**config.mk**
```make
export PLATFORM = sky130hd
export DESIGN_NAME = pwm_ramp_ctrl_flat
export DESIGN_NICKNAME = d
export VERILOG_FILES = /design/src/rtl/pwm_pkg.sv /design/src/rtl/pwm_ramp_ctrl_if.sv /design/src/rtl/pwm_slew_step.sv /design/src/rtl/pwm_ramp_ctrl.sv /design/src/flat_wrapper.sv
export SDC_FILE = /design/constraint.sdc
export NUM_CORES = 1
export LEC_CHECK = 0
export CORE_UTILIZATION = 59
export DETAILED_ROUTE_END_ITERATION = 10
export HOLD_SLACK_MARGIN = 0.02
export PLACE_DENSITY = 0.82
export SLEW_MARGIN = 20
export SYNTH_ARGS = -nofsm -noshare
export SYNTH_HDL_FRONTEND = slang
export SYNTH_SLANG_ARGS = --single-unit
```
**constraint.sdc**
```tcl
create_clock -name PCLK -period 11.23 [get_ports PCLK]
set_input_delay 2.246 -clock PCLK [delete_from_list [all_inputs] [get_ports PCLK]]
set_output_delay 2.246 -clock PCLK [all_outputs]
set_load 0.05 [all_outputs]
```
**src/rtl/pwm_pkg.sv**
```systemverilog
// Shared constants, register map and FSM state type for the PWM ramp controller.
package pwm_pkg;

    // Default pulse-width limits and neutral position, in PCLK counts.
    localparam int WIDTH_MIN_DEF = 50000;
    localparam int WIDTH_MAX_DEF = 100000;
    localparam int WIDTH_RST_DEF = 75000;

    // Slew step loaded at reset.
    localparam logic [19:0] STEP_RST = 20'd500;

    // Register word indices (byte address bits [7:2]).
    localparam logic [5:0] REG_CTRL   = 6'd0;
    localparam logic [5:0] REG_STEP   = 6'd1;
    localparam logic [5:0] REG_STATUS = 6'd2;
    localparam logic [5:0] REG_TARGET = 6'd8;
    localparam logic [5:0] REG_ACTIVE = 6'd16;

    // Update scheduler states.
    typedef enum logic {
        ST_IDLE   = 1'b0,
        ST_UPDATE = 1'b1
    } state_e;

    // Clamp an unsigned width into [lo, hi].
    function automatic logic [31:0] clamp_width(input logic [31:0] value,
                                                input logic [31:0] lo,
                                                input logic [31:0] hi);
        if (value < lo) return lo;
        if (value > hi) return hi;
        return value;
    endfunction

endpackage

```
**src/rtl/pwm_ramp_ctrl_if.sv**
```systemverilog
// APB slave bus bundle for the PWM ramp controller.
//
// Handshake: a transfer is a setup cycle (PSEL=1, PENABLE=0) followed by an
// access cycle (PSEL=1, PENABLE=1). PREADY is tied high, so every access
// phase completes in one cycle; writes commit on the clock edge that ends
// the access phase, and PRDATA/PSLVERR are valid throughout that phase.
interface pwm_ramp_ctrl_if;
    logic        PSEL;
    logic        PENABLE;
    logic        PWRITE;
    logic [31:0] PADDR;
    logic [31:0] PWDATA;
    logic [31:0] PRDATA;
    logic        PREADY;
    logic        PSLVERR;

    modport master (
        output PSEL, PENABLE, PWRITE, PADDR, PWDATA,
        input  PRDATA, PREADY, PSLVERR
    );

    modport slave (
        input  PSEL, PENABLE, PWRITE, PADDR, PWDATA,
        output PRDATA, PREADY, PSLVERR
    );
endinterface

```
**src/rtl/pwm_slew_step.sv**
```systemverilog
// One slew step: moves active toward target by at most step, never past it,
// and keeps the result inside [WIDTH_MIN, WIDTH_MAX].
import pwm_pkg::*;

module pwm_slew_step #(
    parameter int WIDTH_MIN = WIDTH_MIN_DEF,
    parameter int WIDTH_MAX = WIDTH_MAX_DEF
) (
    input  logic [31:0] active,
    input  logic [31:0] target,
    input  logic [19:0] step,
    output logic [31:0] next_active
);

    localparam logic signed [32:0] MIN_S = 33'(WIDTH_MIN);
    localparam logic signed [32:0] MAX_S = 33'(WIDTH_MAX);

    logic signed [32:0] active_s;
    logic signed [32:0] target_s;
    logic signed [32:0] step_s;
    logic signed [32:0] diff;
    logic signed [32:0] mag;
    logic signed [32:0] cand;

    // Signed 33-bit difference so both directions compare without wrap.
    always_comb begin
        active_s = $signed({1'b0, active});
        target_s = $signed({1'b0, target});
        step_s   = $signed({13'b0, step});
        diff     = target_s - active_s;
        mag      = (diff < 0) ? -diff : diff;
        if (mag <= step_s)
            cand = target_s;
        else if (diff < 0)
            cand = active_s - step_s;
        else
            cand = active_s + step_s;
        if (cand < MIN_S)
            next_active = MIN_S[31:0];
        else if (cand > MAX_S)
            next_active = MAX_S[31:0];
        else
            next_active = cand[31:0];
    end

endmodule

```
**src/rtl/pwm_ramp_ctrl.sv**
```systemverilog
// APB-configured pulse-width scheduler: slews each channel's active width
// toward its target once per PWM frame using one shared slew step.
import pwm_pkg::*;

module pwm_ramp_ctrl #(
    parameter int NUM_CH    = 4,
    parameter int PERIOD    = 1000000,
    parameter int WIDTH_MIN = WIDTH_MIN_DEF,
    parameter int WIDTH_MAX = WIDTH_MAX_DEF,
    parameter int WIDTH_RST = WIDTH_RST_DEF
) (
    input  logic                  PCLK,
    input  logic                  PRESERN,
    pwm_ramp_ctrl_if.slave        apb,
    output logic [32*NUM_CH-1:0]  pulse_width,
    output logic                  frame_start,
    output logic                  busy,
    output state_e                dbg_state
);

    localparam int              CH_W     = (NUM_CH > 1) ? $clog2(NUM_CH) : 1;
    localparam logic [CH_W-1:0] CH_LAST  = CH_W'(NUM_CH - 1);
    localparam logic [31:0]     CNT_LAST = 32'(PERIOD - 1);
    localparam logic [31:0]     RST_W    = 32'(WIDTH_RST);

    logic [31:0]     period_cnt;
    logic            enable_q;
    logic [19:0]     step_q;
    logic [31:0]     target_q [NUM_CH];
    logic [31:0]     active_q [NUM_CH];
    state_e          state_q, state_d;
    logic [CH_W-1:0] ch_idx_q, ch_idx_d;
    logic            upd_en;
    logic [NUM_CH-1:0] mismatch;
    logic [31:0]     slew_next;
    logic [31:0]     status_word;
    logic [31:0]     rdata;

    // APB decode
    logic            access, wr_en, snap;
    logic [5:0]      widx;
    logic [CH_W-1:0] sel;
    logic            hit_ctrl, hit_step, hit_status, hit_target, hit_active;
    logic            wr_ok, rd_ok;
    logic            unused_addr_bits;

    assign access     = apb.PSEL & apb.PENABLE;
    assign widx       = apb.PADDR[7:2];
    assign sel        = widx[CH_W-1:0];
    assign hit_ctrl   = (widx == REG_CTRL);
    assign hit_step   = (widx == REG_STEP);
    assign hit_status = (widx == REG_STATUS);
    assign hit_target = (widx >= REG_TARGET) && (widx < REG_TARGET + 6'(NUM_CH));
    assign hit_active = (widx >= REG_ACTIVE) && (widx < REG_ACTIVE + 6'(NUM_CH));
    assign wr_ok      = hit_ctrl | hit_step | hit_target;
    assign rd_ok      = wr_ok | hit_status | hit_active;
    assign wr_en      = access & apb.PWRITE & wr_ok;
    assign snap       = wr_en & hit_ctrl & apb.PWDATA[1];
    assign unused_addr_bits = ^{apb.PADDR[31:8], apb.PADDR[1:0]};

    assign apb.PREADY  = 1'b1;
    assign apb.PSLVERR = access & (apb.PWRITE ? ~wr_ok : ~rd_ok);
    assign apb.PRDATA  = access ? rdata : 32'd0;

    // Frame counter; frame_start is registered off the terminal count.
    always_ff @(posedge PCLK or negedge PRESERN) begin
        if (!PRESERN) begin
            period_cnt  <= '0;
            frame_start <= 1'b0;
        end else begin
            frame_start <= (period_cnt == CNT_LAST);
            period_cnt  <= (period_cnt == CNT_LAST) ? '0 : period_cnt + 32'd1;
        end
    end

    // Software-visible configuration: enable, step and clamped targets.
    always_ff @(posedge PCLK or negedge PRESERN) begin
        if (!PRESERN) begin
            enable_q <= 1'b0;
            step_q   <= STEP_RST;
            for (int c = 0; c < NUM_CH; c++) target_q[c] <= RST_W;
        end else if (wr_en) begin
            if (hit_ctrl) enable_q <= apb.PWDATA[0];
            if (hit_step) step_q <= (apb.PWDATA[19:0] == 20'd0) ? 20'd1 : apb.PWDATA[19:0];
            for (int c = 0; c < NUM_CH; c++)
                if (hit_target && sel == CH_W'(c))
                    target_q[c] <= clamp_width(apb.PWDATA, 32'(WIDTH_MIN), 32'(WIDTH_MAX));
        end
    end

    // Shared slew step for the channel currently addressed by the scheduler.
    pwm_slew_step #(
        .WIDTH_MIN (WIDTH_MIN),
        .WIDTH_MAX (WIDTH_MAX)
    ) u_slew (
        .active      (active_q[ch_idx_q]),
        .target      (target_q[ch_idx_q]),
        .step        (step_q),
        .next_active (slew_next)
    );

    // Active widths: SNAP copies every target, otherwise one channel per UPDATE cycle.
    always_ff @(posedge PCLK or negedge PRESERN) begin
        if (!PRESERN) begin
            for (int c = 0; c < NUM_CH; c++) active_q[c] <= RST_W;
        end else begin
            for (int c = 0; c < NUM_CH; c++) begin
                if (snap)
                    active_q[c] <= target_q[c];
                else if (upd_en && ch_idx_q == CH_W'(c))
                    active_q[c] <= slew_next;
            end
        end
    end

    // Scheduler state register.
    always_ff @(posedge PCLK or negedge PRESERN) begin
        if (!PRESERN) begin
            state_q  <= ST_IDLE;
            ch_idx_q <= '0;
        end else begin
            state_q  <= state_d;
            ch_idx_q <= ch_idx_d;
        end
    end

    // Scheduler next state: start a pass on an enabled, busy frame boundary.
    always_comb begin
        state_d  = state_q;
        ch_idx_d = ch_idx_q;
        upd_en   = 1'b0;
        case (state_q)
            ST_IDLE: begin
                if (frame_start && enable_q && busy) begin
                    state_d  = ST_UPDATE;
                    ch_idx_d = '0;
                end
            end
            ST_UPDATE: begin
                upd_en = 1'b1;
                if (ch_idx_q == CH_LAST) begin
                    state_d  = ST_IDLE;
                    ch_idx_d = '0;
                end else begin
                    ch_idx_d = ch_idx_q + 1'b1;
                end
            end
            default: begin
                state_d  = ST_IDLE;
                ch_idx_d = '0;
            end
        endcase
        if (snap) begin
            state_d  = ST_IDLE;
            ch_idx_d = '0;
            upd_en   = 1'b0;
        end
    end

    // Per-channel mismatch and status word.
    always_comb begin
        status_word = '0;
        for (int c = 0; c < NUM_CH; c++) mismatch[c] = (active_q[c] != target_q[c]);
        status_word[NUM_CH-1:0] = mismatch;
        status_word[31]         = (state_q != ST_IDLE);
    end

    // busy is the registered OR of the mismatch flags.
    always_ff @(posedge PCLK or negedge PRESERN) begin
        if (!PRESERN) busy <= 1'b0;
        else          busy <= |mismatch;
    end

    // Read data mux for the decoded word index.
    always_comb begin
        rdata = '0;
        if (hit_ctrl)        rdata = {31'b0, enable_q};
        else if (hit_step)   rdata = {12'b0, step_q};
        else if (hit_status) rdata = status_word;
        else if (hit_target) rdata = target_q[sel];
        else if (hit_active) rdata = active_q[sel];
    end

    assign dbg_state = state_q;

    for (genvar c = 0; c < NUM_CH; c++) begin : g_pw
        assign pulse_width[32*c +: 32] = active_q[c];
    end

endmodule

```
**src/flat_wrapper.sv**
```systemverilog
// flat-port wrapper written by rule: the top's interface ports become plain ports
module pwm_ramp_ctrl_flat 
#(
    parameter int NUM_CH    = 4,
    parameter int PERIOD    = 1000000,
    parameter int WIDTH_MIN = WIDTH_MIN_DEF,
    parameter int WIDTH_MAX = WIDTH_MAX_DEF,
    parameter int WIDTH_RST = WIDTH_RST_DEF
)
  (PCLK, PRESERN, pulse_width, frame_start, busy, dbg_state, apb_PSEL, apb_PENABLE, apb_PWRITE, apb_PADDR, apb_PWDATA, apb_PRDATA, apb_PREADY, apb_PSLVERR);
  pwm_ramp_ctrl_if apb_i ();
  input  logic PCLK;
  input  logic PRESERN;
  output logic [32*NUM_CH-1:0] pulse_width;
  output logic frame_start;
  output logic busy;
  output state_e dbg_state;
  input wire logic [$bits(apb_i.PSEL)-1:0] apb_PSEL;
  input wire logic [$bits(apb_i.PENABLE)-1:0] apb_PENABLE;
  input wire logic [$bits(apb_i.PWRITE)-1:0] apb_PWRITE;
  input wire logic [$bits(apb_i.PADDR)-1:0] apb_PADDR;
  input wire logic [$bits(apb_i.PWDATA)-1:0] apb_PWDATA;
  output wire logic [$bits(apb_i.PRDATA)-1:0] apb_PRDATA;
  output wire logic [$bits(apb_i.PREADY)-1:0] apb_PREADY;
  output wire logic [$bits(apb_i.PSLVERR)-1:0] apb_PSLVERR;
  assign apb_i.PSEL = apb_PSEL;
  assign apb_i.PENABLE = apb_PENABLE;
  assign apb_i.PWRITE = apb_PWRITE;
  assign apb_i.PADDR = apb_PADDR;
  assign apb_i.PWDATA = apb_PWDATA;
  assign apb_PRDATA = apb_i.PRDATA;
  assign apb_PREADY = apb_i.PREADY;
  assign apb_PSLVERR = apb_i.PSLVERR;
  pwm_ramp_ctrl #(.NUM_CH(NUM_CH), .PERIOD(PERIOD), .WIDTH_MIN(WIDTH_MIN), .WIDTH_MAX(WIDTH_MAX), .WIDTH_RST(WIDTH_RST)) u_core (.PCLK(PCLK), .PRESERN(PRESERN), .apb(apb_i), .pulse_width(pulse_width), .frame_start(frame_start), .busy(busy), .dbg_state(dbg_state));
endmodule
```
==> results of run 1 <==
## kinds of logic after synthesis
family	synth area share [%]
DFF	32.8
xor gates and xnor gates	8.10
muxes	12.6
other	0.0155
AOI/OAI and AO/OA	17.2
adders and majority gates	4.87
buffers and inverters	3.87
and+or+nand+nor	20.5
## cells in the mapped netlist (9+ instances only)
library cell  instances  area [um^2]
inv_1                83          312
or2_2                 9         56.3
and2_1               79          494
nand2b_1             12         75.1
clkbuf_1            119          447
nand2_1             367         1380
o21bai_1              9         67.6
a2111oi_0             9         78.8
buf_2                16         80.1
nor2_1              171          642
nand4_1              46          288
or3_1                17          106
a22oi_1              14          105
a211oi_1             14          105
dfrtp_1             244         6110
a21oi_1             135          676
a221o_1              14          140
nand3_1              97          485
ha_1                 91         1140
o21ai_0             190          951
nor4_1               60          375
mux4_2              127         2860
buf_1                18         67.6
o211ai_1             15          113
dfstp_2              70         1840
mux2i_1              13          130
xor2_1              153         1340
o31ai_1              25          188
nor2b_1              19          119
a222oi_1             16          160
xnor2_1              71          622
nor3_1               25          125
and3_1               52          325
o21ai_1              47          235
a21o_1               19          143
o21a_1               19          143
a31oi_1              15         93.8
## worst max path at each step
stage	to	slack, ns	cells past startpoint
after CTS	u_core.pulse_width[78]	1.46	26
after global placement	u_core.pulse_width[78]	1.69	26
after detailed placement	u_core.pulse_width[78]	1.50	26
after floorplan	u_core.pulse_width[105]	1.63	33
after global routing	u_core.pulse_width[78]	0.66	26
final	u_core.pulse_width[78]	1.17	26
## flip-flops by register name (all words and copies together) (netlist names)
register	count
u_core.target_q	128
u_core.period_cnt	32
u_core.dbg_state	1
u_core.pulse_width	128
u_core.enable_q	1
u_core.step_q	20
u_core.ch_idx_q	2
u_core.busy	1
u_core.frame_start	1
## final cells by class
| cell class | instances | area, um^2 |
|---|---|---|
| Clock buffer | 45 | 868 |
| Fill cell | 3019 | 12500 |
| Tap cell | 525 | 657 |
| Timing Repair Buffer | 228 | 2230 |
| Inverter | 83 | 312 |
| Clock inverter | 13 | 176 |
| Multi-Input combinational cell | 2107 | 15400 |
| Sequential cell | 314 | 7950 |
## report_power, final
group	switching (mW)	total, mW	internal (mW)
clock network	0.466	1.09	0.628
logic	0.697	1.11	0.411
registers	0.0633	1.23	1.16
## layer usage
metal,wire length [um],track usage (%),vias to the layer above
met5,44,0,-
met4,6390,24.6,6
met3,13100,13.2,405
met2,41400,67.9,1970
met1,33100,57.5,11500
li1,-,-,9997
## through the flow
stage / util (%) / std cells / area (um^2)
floorplan: - / 2661 / 24200
global route: 68.8 / 3315 / 27600
CTS: 68.8 / 3315 / 27600
detailed placement: 66.2 / 3257 / 26500
finish: 68.8 / 3315 / 27600
global placement: 66.2 / 3257 / 26500
## worst reg2reg max path: cells and delay by family (launching register included)
family | cells | cell delay, ns
buffers and inverters | 1 | 0.56
adders and majority gates | 2 | 0.84
xor gates and xnor gates | 1 | 0.18
AOI/OAI and AO/OA | 11 | 4.60
DFF | 1 | 1.13
and+or+nand+nor | 10 | 1.96
muxes | 1 | 0.67
==> results.json, run 1 <==
{
  "avgViaCountPerCell": 7.19,
  "drive_gt1_share_pct": 12.0,
  "async_flop_share_pct": 100,
  "timing.fmax_mhz": 99.4,
  "critPathLaunch": "u_core.ch_idx_q[0]",
  "routedWlPerCell_um": 28.4,
  "htreeDepth": 1,
  "skew_ns": 0.0111,
  "cts_repair_resize_count": 0,
  "cp-end-kind": "flop",
  "cp_slowest_stage_delay_ns": 1.13,
  "diodes": 0,
  "die_w_um": 205,
  "synth_ff_type": "dfrtp_1",
  "drv_cap": 0,
  "ys_seq_elements": 314,
  "pre_cts_ws_ns": 1.50,
  "cp-start-kind": "flop",
  "coreArea_um2": 40100,
  "ff2ff_path_depth": 26,
  "p_leak_nw": 12.3,
  "rows": 73,
  "min_path_cells": 1,
  "vias": 23800,
  "drt_iter0_drc": 3778,
  "cts-buffers-inserted": 31,
  "path_max_fanout": 50,
  "post-route-worst-setup-slack_ns": 1.17,
  "r2r-start": "u_core.ch_idx_q[0]",
  "rr_endpoint": "u_core.pulse_width[78]",
  "cellPowerDensity_nw_per_um2": 124,
  "drcViolationCount": 0,
  "worst-r2r-setup-slack_ns": 1.17,
  "criticalPathCategory": "flop to flop",
  "required_ns": 11.67,
  "path_delay_family": "compound AO/OA/AOI/OAI gates",
  "die_area_um2": 41800,
  "period_minus_slack_ns": 10.06,
  "cts_tree": "yes",
  "area_delta_synth_final_pct": 13.9,
  "setup_viol": 0,
  "start_util_pct": 60.4,
  "first_global_vias": 22700,
  "cpMostUsedCell": "nand2_1",
  "netlist_area_um2": 24200,
  "peakVddDrop_mv": 0.149,
  "ys_seq_area_share_pct": 32.8,
  "synth_cell_types": 98,
  "status": "complete, no violations",
  "wl_mm": 94.1,
  "grt_start_max_net_pins": 88,
  "synth_enable_flop_cells": 0,
  "nets": 2927,
  "syn_avg_cell_area_um2": 9.10,
  "root_buffer": "clkbuf_16",
  "grt-ovfl-total": 0,
  "tns_ns": 0,
  "synth_cells": 2661,
  "cpMaxStageDelayCell": "dfrtp_4",
  "gp_congestion": 1.02,
  "hold_class": "flop to flop",
  "syn_nets": 2823,
  "io_buffers": 206,
  "die_h_um": 205,
  "clk_latency_ns": 0.59,
  "yosys_warnings": 0,
  "timing_hold_violations_final": 0,
  "rsz0062_at_grt": "no",
  "cts_sinks": 314,
  "final_cell_mix": "nand2_1, dfrtp_1, clkdlybuf4s50_1, o21ai_0, nor2_1",
  "worstMarginPinSlew_ns": 1.16,
  "grt_pass1_wl_mm": 140,
  "antenna_found_initial": 2,
  "firstDrtPassIters": 6,
  "worstHoldStart": "u_core.period_cnt[0]",
  "path_buf_inv": 1,
  "grt.total_usage_pct": 44.8,
  "ant_nets": 0,
  "p_total_mw": 3.43,
  "finalMaxSlewViolations": 0,
  "min_to": "u_core.period_cnt[0]",
  "clk_pin_slew_worst_paths_ns": 0.06,
  "slew_headroom_pct": 22.5,
  "cts_hold_buf": 0,
  "fin_crit_sh_pct": 89.6,
  "layout_commonest_cell": "nand2_1",
  "postCtsSetupBuffers": 0,
  "clk_path_buf_depth": 3,
  "io-pin-count": 234,
  "whs_ns": 0.461,
  "timing.critical_path.arrival_ns": 10.50,
  "hpwl_mm": 68.0
}
Power figures use the tool's default switching activity.
==> inputs of run 2 (changes only) <==
--- a/config.mk
+++ b/config.mk
@@ -9,7 +9,6 @@
 export DETAILED_ROUTE_END_ITERATION = 10
 export HOLD_SLACK_MARGIN = 0.02
 export PLACE_DENSITY = 0.82
-export SLEW_MARGIN = 20
 export SYNTH_ARGS = -nofsm -noshare
 export SYNTH_HDL_FRONTEND = slang
 export SYNTH_SLANG_ARGS = --single-unit
==> results.json, run 2 (synthesis results as in run 1) <==
{
  "status": "complete, no violations",
  "path_buf_inv": 1,
  "p_total_mw": 3.43,
  "finalMaxSlewViolations": 0,
  "root_buffer": "clkbuf_16",
  "setup_viol": 0,
  "timing.critical_path.arrival_ns": 10.57,
  "num-fill-cells": 3019,
  "grt_start_max_net_pins": 88,
  "timing_hold_violations_final": 0,
  "hold_class": "flop to flop",
  "seqCellArea_um2": 7950,
  "whs_ns": 0.459,
  "post-route-worst-setup-slack_ns": 1.10,
  "tns_ns": 0,
  "grt_pass1_wl_mm": 140,
  "cts_tree": "yes",
  "antenna_found_initial": 2,
  "peakVddDrop_mv": 0.148,
  "required_ns": 11.67,
  "rows": 73,
  "hpwl_mm": 68.0,
  "wl_mm": 94.2,
  "first_global_vias": 22700,
  "cp-start-kind": "flop",
  "cp_slowest_stage_delay_ns": 1.13,
  "cts-buffers-inserted": 31,
  "grt.total_usage_pct": 44.8,
  "criticalPathCategory": "flop to flop",
  "p_leak_nw": 12.3,
  "vias": 24000,
  "avgViaCountPerCell": 7.22,
  "clk_pin_slew_worst_paths_ns": 0.06,
  "drive_gt1_share_pct": 11.9,
  "fin_crit_sh_pct": 90.2,
  "grt-ovfl-total": 0,
  "layout_commonest_cell": "nand2_1",
  "area_delta_synth_final_pct": 13.9,
  "die_w_um": 205,
  "stdcell_count": 3318,
  "clk_path_buf_depth": 3,
  "gp_congestion": 1.02,
  "final_util_pct": 68.8,
  "clk_latency_ns": 0.59,
  "path_max_fanout": 50,
  "nets": 2927,
  "cts_sinks": 314,
  "start_util_pct": 60.4,
  "drv_cap": 0,
  "drt_iter0_drc": 3918,
  "final_cell_mix": "nand2_1, dfrtp_1, clkdlybuf4s50_1, o21ai_0, nor2_1",
  "worstMarginPinSlew_ns": 1.32,
  "coreArea_um2": 40100,
  "skew_ns": 0.0114,
  "drcViolationCount": 0,
  "cts_repair_resize_count": 0,
  "ant_nets": 0,
  "cts_hold_buf": 0,
  "multi_input_area_um2": 15400,
  "pre_cts_ws_ns": 1.50,
  "firstDrtPassIters": 8,
  "die_area_um2": 41800,
  "postCtsSetupBuffers": 0,
  "slew_headroom_pct": 12.2,
  "routedWlPerCell_um": 28.4,
  "io_buffers": 206,
  "period_minus_slack_ns": 10.13,
  "rsz0062_at_grt": "no",
  "timing.fmax_mhz": 98.7,
  "htreeDepth": 1,
  "final_area_um2": 27600,
  "cellPowerDensity_nw_per_um2": 124,
  "dp_cells": 3257,
  "die_h_um": 205,
  "path_delay_family": "compound AO/OA/AOI/OAI gates",
  "cpMostUsedCell": "nand2_1",
  "io-pin-count": 234,
  "place_area_um2": 26500,
  "cpMaxStageDelayCell": "dfrtp_4",
  "cp-end-kind": "flop"
}
-- run 2: changes by cell type in the layout (fill, tap and decap cells not counted) --
cell,delta
nor3_1,+1
a21oi_2,-1
a21oi_1,+1
buf_6,-1
buf_4,+1
diode_2,+3
nor3_2,-1
-- run 2: final timing paths --
path | start | endpoint | slack [ns] | cells after the start
min in group asynchronous | PRESERN | u_core.pulse_width[61] | 1.63 | 1
setup reg to reg | u_core.ch_idx_q[0] | u_core.pulse_width[46] | 1.10 | 26
max in group asynchronous | PRESERN | u_core.ch_idx_q[0] | 6.99 | 3
setup / recovery | u_core.ch_idx_q[0] | u_core.pulse_width[46] | 1.10 | 26
hold reg to reg | u_core.period_cnt[0] | u_core.period_cnt[0] | 0.46 | 1
hold / removal | u_core.period_cnt[0] | u_core.period_cnt[0] | 0.46 | 1
-- run 2: area by class of cell --
type | count | share of cell area [%]
Tap cell | 525 | 2.38
Antenna cell | 3 | 0.0272
Timing Repair Buffer | 228 | 8.08
Multi-Input combinational cell | 2107 | 55.8
Clock buffer | 45 | 3.15
Sequential cell | 314 | 28.8
Inverter | 83 | 1.13
Clock inverter | 13 | 0.640
-- run 2: worst reg2reg max path, delay by kind of cell (launching register included) --
family	cells	cell delay (ns)
AND/OR/NAND/NOR	10	1.97
XOR/XNOR	1	0.18
flip-flops	1	1.13
multiplexers	1	0.67
buffers and inverters	1	0.56
AO/OA/AOI/OAI	11	4.60
adder cells (fa/ha/maj)	2	0.87
-- run 2: where the power goes --
part	leakage [nW]	internal (mW)	total, mW	switching, mW
Sequential	3.99	1.16	1.23	0.0633
Combinational	7.76	0.411	1.11	0.697
Clock	0.504	0.628	1.09	0.464
-- run 2: per-layer routing --
layer / wire length [um] / vias up / GRT usage, %
met5: 116 / - / 0
met4: 6400 / 4 / 24.6
met3: 13000 / 420 / 13.2
met2: 41300 / 1991 / 67.9
met1: 33400 / 11600 / 57.5
li1: - / 9997 / -
